==> src/rtl/div_error_monitor.sv <==
// rtl/div_error_monitor.sv - exact-division error monitor for an approximate 16/8 divider
//
// Recomputes each accepted sample with an 8-iteration restoring divider and
// accumulates quotient-error statistics against the approximate divider output.
//
// Ports:
//   clk, rst_n        clock (rising edge), asynchronous active-low reset
//   clear             synchronous clear of all statistics (wins over updates)
//   in_valid/in_ready sample handshake; in_ready is high only in IDLE
//   n, d              dividend / divisor presented to the divider
//   q_apx, r_apx      approximate quotient / remainder from the divider
//   res_valid         one-cycle pulse after each processed sample
//   q_exact, r_exact  exact quotient / remainder of the last processed sample
//   q_err             signed q_apx - q_exact (9-bit two's complement)
//   sum_sq_err        saturating sum of q_err squared
//   sample_cnt        processed samples (saturating)
//   mismatch_cnt      samples with q or r mismatch (saturating)
//   skip_cnt          rejected samples (saturating)
//   max_abs_err       largest |q_err| since clear
//   sat               sticky saturation flag

module div_error_monitor #(
    parameter int ACC_W = 32,
    parameter int CNT_W = 16
) (
    input  logic             clk,
    input  logic             rst_n,
    input  logic             clear,
    input  logic             in_valid,
    output logic             in_ready,
    input  logic [15:0]      n,
    input  logic [7:0]       d,
    input  logic [7:0]       q_apx,
    input  logic [7:0]       r_apx,
    output logic             res_valid,
    output logic [7:0]       q_exact,
    output logic [7:0]       r_exact,
    output logic [8:0]       q_err,
    output logic [ACC_W-1:0] sum_sq_err,
    output logic [CNT_W-1:0] sample_cnt,
    output logic [CNT_W-1:0] mismatch_cnt,
    output logic [CNT_W-1:0] skip_cnt,
    output logic [7:0]       max_abs_err,
    output logic             sat
);

    localparam logic [CNT_W-1:0] CNT_ONE = CNT_W'(1);

    typedef enum logic [1:0] {
        S_IDLE  = 2'd0,
        S_CALC  = 2'd1,
        S_ACCUM = 2'd2
    } state_t;

    state_t r_state;
    state_t w_next;

    logic [7:0] r_d;
    logic [7:0] r_nlo;
    logic [7:0] r_qa;
    logic [7:0] r_ra;
    logic [8:0] r_pr;
    logic [7:0] r_q;
    logic [2:0] r_iter;

    logic         w_skip;
    logic         w_accept;
    logic [8:0]   w_shift;
    logic         w_ge;
    logic [8:0]   w_sub;
    logic [8:0]   w_err;
    logic [8:0]   w_neg;
    logic [7:0]   w_abs;
    logic [15:0]  w_sq;
    logic [ACC_W:0] w_sum_ext;
    logic         w_mis;

    // Quotient would overflow 8 bits whenever the high dividend byte reaches d.
    assign w_skip   = (d == 8'd0) || (n[15:8] >= d);
    assign w_accept = (r_state == S_IDLE) && in_valid;

    // Partial remainder stays below d, so bit 8 of r_pr is always zero here.
    assign w_shift = {r_pr[7:0], r_nlo[7]};
    assign w_ge    = (w_shift >= {1'b0, r_d});
    assign w_sub   = w_shift - {1'b0, r_d};

    assign w_err     = {1'b0, r_qa} - {1'b0, r_q};
    assign w_neg     = 9'd0 - w_err;
    assign w_abs     = w_err[8] ? w_neg[7:0] : w_err[7:0];
    assign w_sq      = {8'd0, w_abs} * {8'd0, w_abs};
    assign w_sum_ext = {1'b0, sum_sq_err} + {{(ACC_W-15){1'b0}}, w_sq};
    assign w_mis     = (r_qa != r_q) || (r_ra != r_pr[7:0]);

    always_ff @(posedge clk or negedge rst_n) begin
        if (!rst_n) begin
            r_state <= S_IDLE;
        end else begin
            r_state <= w_next;
        end
    end

    always_comb begin
        w_next   = r_state;
        in_ready = 1'b0;
        case (r_state)
            S_IDLE: begin
                in_ready = 1'b1;
                if (in_valid && !w_skip) begin
                    w_next = S_CALC;
                end
            end
            S_CALC: begin
                if (r_iter == 3'd7) begin
                    w_next = S_ACCUM;
                end
            end
            S_ACCUM: begin
                w_next = S_IDLE;
            end
            default: begin
                w_next = S_IDLE;
            end
        endcase
    end

    // Datapath: operand capture and restoring-division iterations.
    always_ff @(posedge clk or negedge rst_n) begin
        if (!rst_n) begin
            r_d    <= 8'd0;
            r_nlo  <= 8'd0;
            r_qa   <= 8'd0;
            r_ra   <= 8'd0;
            r_pr   <= 9'd0;
            r_q    <= 8'd0;
            r_iter <= 3'd0;
        end else if (w_accept && !w_skip) begin
            r_d    <= d;
            r_nlo  <= n[7:0];
            r_qa   <= q_apx;
            r_ra   <= r_apx;
            r_pr   <= {1'b0, n[15:8]};
            r_q    <= 8'd0;
            r_iter <= 3'd0;
        end else if (r_state == S_CALC) begin
            r_pr   <= w_ge ? w_sub : w_shift;
            r_q    <= {r_q[6:0], w_ge};
            r_nlo  <= {r_nlo[6:0], 1'b0};
            r_iter <= r_iter + 3'd1;
        end
    end

    // Per-sample results are produced even when clear wipes the statistics.
    always_ff @(posedge clk or negedge rst_n) begin
        if (!rst_n) begin
            res_valid <= 1'b0;
            q_exact   <= 8'd0;
            r_exact   <= 8'd0;
            q_err     <= 9'd0;
        end else begin
            res_valid <= (r_state == S_ACCUM);
            if (r_state == S_ACCUM) begin
                q_exact <= r_q;
                r_exact <= r_pr[7:0];
                q_err   <= w_err;
            end
        end
    end

    always_ff @(posedge clk or negedge rst_n) begin
        if (!rst_n) begin
            sum_sq_err   <= '0;
            sample_cnt   <= '0;
            mismatch_cnt <= '0;
            skip_cnt     <= '0;
            max_abs_err  <= 8'd0;
            sat          <= 1'b0;
        end else if (clear) begin
            sum_sq_err   <= '0;
            sample_cnt   <= '0;
            mismatch_cnt <= '0;
            skip_cnt     <= '0;
            max_abs_err  <= 8'd0;
            sat          <= 1'b0;
        end else if (w_accept && w_skip) begin
            if (&skip_cnt) begin
                sat <= 1'b1;
            end else begin
                skip_cnt <= skip_cnt + CNT_ONE;
            end
        end else if (r_state == S_ACCUM) begin
            if (w_sum_ext[ACC_W]) begin
                sum_sq_err <= '1;
                sat        <= 1'b1;
            end else begin
                sum_sq_err <= w_sum_ext[ACC_W-1:0];
            end
            if (&sample_cnt) begin
                sat <= 1'b1;
            end else begin
                sample_cnt <= sample_cnt + CNT_ONE;
            end
            if (w_mis) begin
                if (&mismatch_cnt) begin
                    sat <= 1'b1;
                end else begin
                    mismatch_cnt <= mismatch_cnt + CNT_ONE;
                end
            end
            if (w_abs > max_abs_err) begin
                max_abs_err <= w_abs;
            end
        end
    end

endmodule

==> config.mk <==
export PLATFORM = sky130hd
export DESIGN_NAME = div_error_monitor
export DESIGN_NICKNAME = d
export VERILOG_FILES = /design/src/rtl/div_error_monitor.sv
export SDC_FILE = /design/constraint.sdc
export NUM_CORES = 1
export LEC_CHECK = 0
export BUFFER_PORTS_ARGS = -buffer_cell sky130_fd_sc_hd__buf_4
export CAP_MARGIN = 10
export CORE_MARGIN = 3
export CORE_UTILIZATION = 60
export DETAILED_ROUTE_END_ITERATION = 10
export PLACE_DENSITY = 0.83
export SLEW_MARGIN = 40
export SYNTH_ARGS = -nofsm -noshare
export SYNTH_HDL_FRONTEND = slang
export SYNTH_SLANG_ARGS = --single-unit
==> constraint.sdc <==
create_clock -name clk -period 19.3 [get_ports clk]
set_clock_uncertainty 0.1 [all_clocks]
set_input_delay 1.93 -clock clk [delete_from_list [all_inputs] [get_ports clk]]
set_output_delay 1.93 -clock clk [all_outputs]
set_load 0.05 [all_outputs]
Word level (Yosys, flattened, before mapping). Index checks and enable logic that the tools add are counted.

Register bits after elaboration: 168. Word-level logic and storage cells: 109.

Add/sub/neg operators: 8. $mul: 1. Reductions and logical operators: 25. Order comparisons: 3. Equal/unequal tests: 12. Muxes and demuxes: 42.

Operator list (count): $mux 16 (12); $mux 32 (4); $mux 8 (12); $add 16x1->16 const B (3); $reduce_and 16->1 (3); $add 32x16->33 (1); $mul 8x8->16 (1); $ne 8x8->1 (2); $ne 2x2->1 const B (5); $reduce_bool 2->1 (5); $ge 9x8->1 (1); $mux 1 (9); $sub 8x8->9 (1); $ge 8x8->1 (1); $gt 8x8->1 (1); $logic_not 8->1 (1); $reduce_and 2->1 (4); $sub 1x8->8 const A (1); $sub 8x8->8 (1); $mux 3 (2); $reduce_and 3->1 (2); $logic_and 1x1->1 (4); $mux 2 (2); $pmux 2 s2 (1); 11 further kinds (12).

Logic depth before layout (Yosys ltp).
Depth in word-level cells: 12. Mapped depth: 31. Mapped depth without buffers: 29.

Worst setup path before layout. No wires, ideal clock.

Path kind: register -> register. Start: reg r_qa[0]. End: reg sat. Arrival: 7045 ps. Path buffers: 2. Clock period less this slack: 7271 ps. Data required time: 19074 ps. Cell stages (with the launch flop): 29. Path slack: 12029 ps. Cell sequence: dfrtp_1 -> inv_1 -> ha_1 -> inv_1 -> fa_1 -> a211oi_2 -> o21bai_1 -> a41o_1 -> buf_2 -> or2_2 -> xor2_1 -> inv_1 -> nor2_1 -> fa_1 -> fa_1 -> fa_1 -> inv_1 -> fa_1 -> inv_1 -> ha_1 -> a21o_1 -> a21o_1 -> a221o_1 -> a31oi_1 -> o31a_1 -> or3_1 -> clkbuf_1 -> a31oi_1 -> o311a_1.

Cells in the longest elaborated chain, start to end: 12.

RTL lines: from (decl) (line 60) `logic [7:0] r_qa;`; from (signal assigned) (line 139) `r_qa <= q_apx;`; $sub 8x8->9 (line 87) `assign w_err = {1'b0, r_qa} - {1'b0, r_q};`; $sub 1x8->8 (line 88) `assign w_neg = 9'd0 - w_err;`; $mux 8 (line 89) `assign w_abs = w_err[8] ? w_neg[7:0] : w_err[7:0];`; $mul 8x8->16 (line 90) `assign w_sq = {8'd0, w_abs} * {8'd0, w_abs};`; $add 32x16->33 (line 91) `assign w_sum_ext = {1'b0, sum_sq_err} + {{(ACC_W-15){1'b0}}, w_sq};`; $mux 1 (line 191) `if (w_sum_ext[ACC_W]) begin`; $mux 1 (line 197) `if (&sample_cnt) begin`; $mux 1 (line 203) `if (&mismatch_cnt) begin`; $mux 1 * (line 202) `if (w_mis) begin`; $mux 1 * (line 190) `end else if (r_state == S_ACCUM) begin`; $mux 1 * (line 184) `end else if (w_accept && w_skip) begin`; $mux 1 * (line 177) `end else if (clear) begin`; to (signal assigned) (line 176) `sat <= 1'b0;`; to (signal assigned) (line 186) `sat <= 1'b1;`; to (signal assigned) (line 204) `sat <= 1'b1;`; to (decl) (line 44) `output logic sat`.

Every way passes the cells marked *; elsewhere a longest branch is shown, timed or not. The select of a mux whose other input is x is not followed. A chain may end at the register's enable or synchronous reset.

Final worst setup path.
Start: reg r_qa[0]. End: reg sum_sq_err[26].

Cells in the longest elaborated chain, start to end: 9.

RTL lines: $sub 8x8->9 * (line 87); $sub 1x8->8 (line 88); $mux 8 * (line 89); $mul 8x8->16 * (line 90); $add 32x16->33 * (line 91); $mux 32 * (line 191); $mux 32 * (line 190); $mux 32 * (line 184); $mux 32 * (line 177); to (signal assigned) (line 195) `sum_sq_err <= w_sum_ext[ACC_W-1:0];`; to (decl) (line 39) `output logic [ACC_W-1:0] sum_sq_err,`.

Marks and branches as above.

==> results.sh <==
export IMPL_status="completed"
export IMPL_dr_first_iter_drc_count=758
export IMPL_design_portCount=160
export IMPL_clk_path_buf_depth=2
export IMPL_end_kind="flop"
export IMPL_yosysUniqueCellTypes=68
export IMPL_fin_setup_tns_ns=0
export IMPL_maxCapViolCount=0
export IMPL_place_hpwl_microns=20830
export IMPL_start_util=0.6150
export IMPL_cts_root_buf="clkbuf_16"
export IMPL_tritoncts_num_buffers=17
export IMPL_antenna_found_initial=0
export IMPL_rsz0062_at_grt="no"
export IMPL_synth_top_area_cell="dfrtp_1"
export IMPL_setup_viol_count_final=0
export IMPL_nets=1543
export IMPL_syn_area_per_cell_sq_um=8.941
export IMPL_synth_common_cells="dfrtp_1 (168), nand2_1 (167), inv_1 (124)"
export IMPL_syn2layout_area_growth_pct=17.58
export IMPL_synth_most_common_cell="dfrtp_1"
export IMPL_slew_headroom=0.4487
export IMPL_antenna_cells=0
export IMPL_die_area_sq_um=20210
export IMPL_cts_sink_count=168
export IMPL_netlist_area_sq_um=11120
export IMPL_tightest_slew_ns=0.8269
export IMPL_ant_nets=0
export IMPL_critPathKind="flop to flop"
export IMPL_ys_warn_count=0
export IMPL_cts_hold_buffers=0
export IMPL_synth_nets=1407
export IMPL_cp_arrival_ns=8.50
export IMPL_die_h_microns=142.2
export IMPL_htreeDepth=4
export IMPL_grt_pass1_wl_microns=47150
export IMPL_drive_gt1_frac=0.1616
export IMPL_vias=9688
export IMPL_cts_repair_resize_count=0
export IMPL_period_share=0.4320
export IMPL_synthArstFlopShare=1.000
export IMPL_wire_per_inst_microns=17.74
export IMPL_netlist_area_leader_share=0.3780
export IMPL_max_freq_mhz=119.9
export IMPL_first_pass_iters=5
export IMPL_synthCells=1244
export IMPL_synth_area_leaders="dfrtp_1 (38%), ha_1 (9.0%), fa_1 (7.0%), nand2_1 (5.6%), inv_1 (4.2%)"
export IMPL_port_buffers=159
export IMPL_n_fill_cell=1385
export IMPL_die_w_microns=142.2
export IMPL_clk_latency_ns=0.43
export IMPL_ys_flop_type="dfrtp_1"
export IMPL_hold_viol=0
export IMPL_multi_input_area_sq_um=6257
export IMPL_rows=49
export IMPL_critPathLaunchType="flop"
export IMPL_regArea_sq_um=4204
export IMPL_grt_remaining_overflow=0
export IMPL_yosys_register_bits=168
export IMPL_grt_pass1_vias=9480
export IMPL_grt_max_degree=77
export IMPL_vias_per_cell=5.977
export IMPL_min_path_type="flop to flop"
export IMPL_cts_tree="yes"
export IMPL_routed_wl_microns=28750
export IMPL_seq_area_frac_synth=0.3780
export IMPL_gp_congestion=0.9137
export IMPL_fp_coreArea_sq_um=18090
export IMPL_cp_required_ns=19.46
export IMPL_synth_edf_count=0
export IMPL_fin_crit_ns=8.338
export IMPL_drc=0
export IMPL_track_usage=0.2884
export IMPL_slew_viol_final=0
export IMPL_path_max_fanout=16
export IMPL_clkTransAtPathRegs_ns=0.07
export IMPL_cts_setup_buffers=0
==> logic make-up after synthesis <==
family / synth area share
compound gates: 0.1578
flops: 0.3780
fa+ha+maj: 0.1612
simple gates: 0.1809
mux: 0.01125
buf+inv: 0.06063
xor+xnor: 0.05028
==> stage by stage <==
stage          cell area, sq um  hold WS [ns]  cells    util  setup slack [ns]
6_report                  13080        0.3836   1621  0.7231             10.96
3_5_place_dp              12490        0.3701   1590  0.6908             11.06
2_1_floorplan             11120        0.3500   1244       -             12.03
4_1_cts                   13070        0.3876   1621  0.7229             11.03
5_1_grt                   13080        0.4066   1621  0.7231             10.42
3_3_place_gp              12460        0.3584   1589  0.6888             11.25
==> placed cells by master, fill, tap and decap left out, drive strengths merged, types with 9 or more instances in the layout <==
master,Yosys,layout
o31ai,16,16
xnor2,20,20
or4,14,14
o21ai,84,84
nand4,14,14
nor3,23,23
a211oi,12,12
dfrtp,168,168
buf,8,167
a31oi,23,23
nand3,43,43
inv,125,129
nor2b,10,10
fa,39,39
a21o,26,26
nand2b,9,9
a21oi,53,53
or3,10,10
ha,80,80
clkbuf,42,20
nand2,167,167
nor2,103,103
o21a,9,9
xor2,43,43
==> worst paths after layout <==
kind | start | end | slack [ns] | cells after the start
max in group asynchronous | rst_n | skip_cnt[4] | 16.59 | 2
max reg2reg | r_qa[0] | sum_sq_err[26] | 10.96 | 26
min in group asynchronous | rst_n | max_abs_err[1] | 1.36 | 1
min reg2reg | q_exact[5] | q_exact[5] | 0.38 | 2
max | r_qa[0] | sum_sq_err[26] | 10.96 | 26
min | q_exact[5] | q_exact[5] | 0.38 | 2
==> cell type report <==
cell class / instances / share of cell area
Inverter: 125 / 0.03587
Tap cell: 229 / 0.02191
Multi-Input combinational cell: 901 / 0.4784
Sequential cell: 168 / 0.3214
Timing Repair Buffer: 167 / 0.09796
Clock buffer: 20 / 0.03568
Clock inverter: 11 / 0.008706
==> routing by layer <==
metal / routed length [microns] / global-route usage
met2: 13800 / 0.4661
met5: 0 / 0
met3: 1743 / 0.05040
met1: 12470 / 0.3992
met4: 731 / 0.09293
==> state kept, by name, indices dropped and copies added, names as in the netlist, 2 cells and up <==
name / count
r_qa: 8
r_ra: 8
mismatch_cnt: 16
q_exact: 8
skip_cnt: 16
r_state: 2
max_abs_err: 8
q_err: 9
r_q: 8
r_nlo: 8
r_iter: 3
sample_cnt: 16
r_exact: 8
sum_sq_err: 32
r_pr: 8
r_d: 8
==> critical path: stages (launching register included) <==
cell and delay (ns):
dfrtp_1 0.36, inv_1 0.07, ha_1 0.15, inv_1 0.05
fa_1 0.42, a211oi_2 0.35, o21bai_1 0.13, a41o_1 0.35
or2_2 0.31, xor2_1 0.54, inv_1 0.21, nor2_1 0.24
fa_1 0.49, fa_1 0.52, fa_1 0.55, inv_1 0.06
fa_1 0.55, inv_1 0.05, ha_1 0.34, a21o_1 0.18
a21o_1 0.17, a221o_1 0.28, a31oi_1 0.35, o32a_1 0.60
nand2_1 0.32, nor3_1 0.29, a211oi_1 0.12
Power is not shown: default switching activity piles up to over one toggle a cycle in this logic, so the estimate is an artifact.
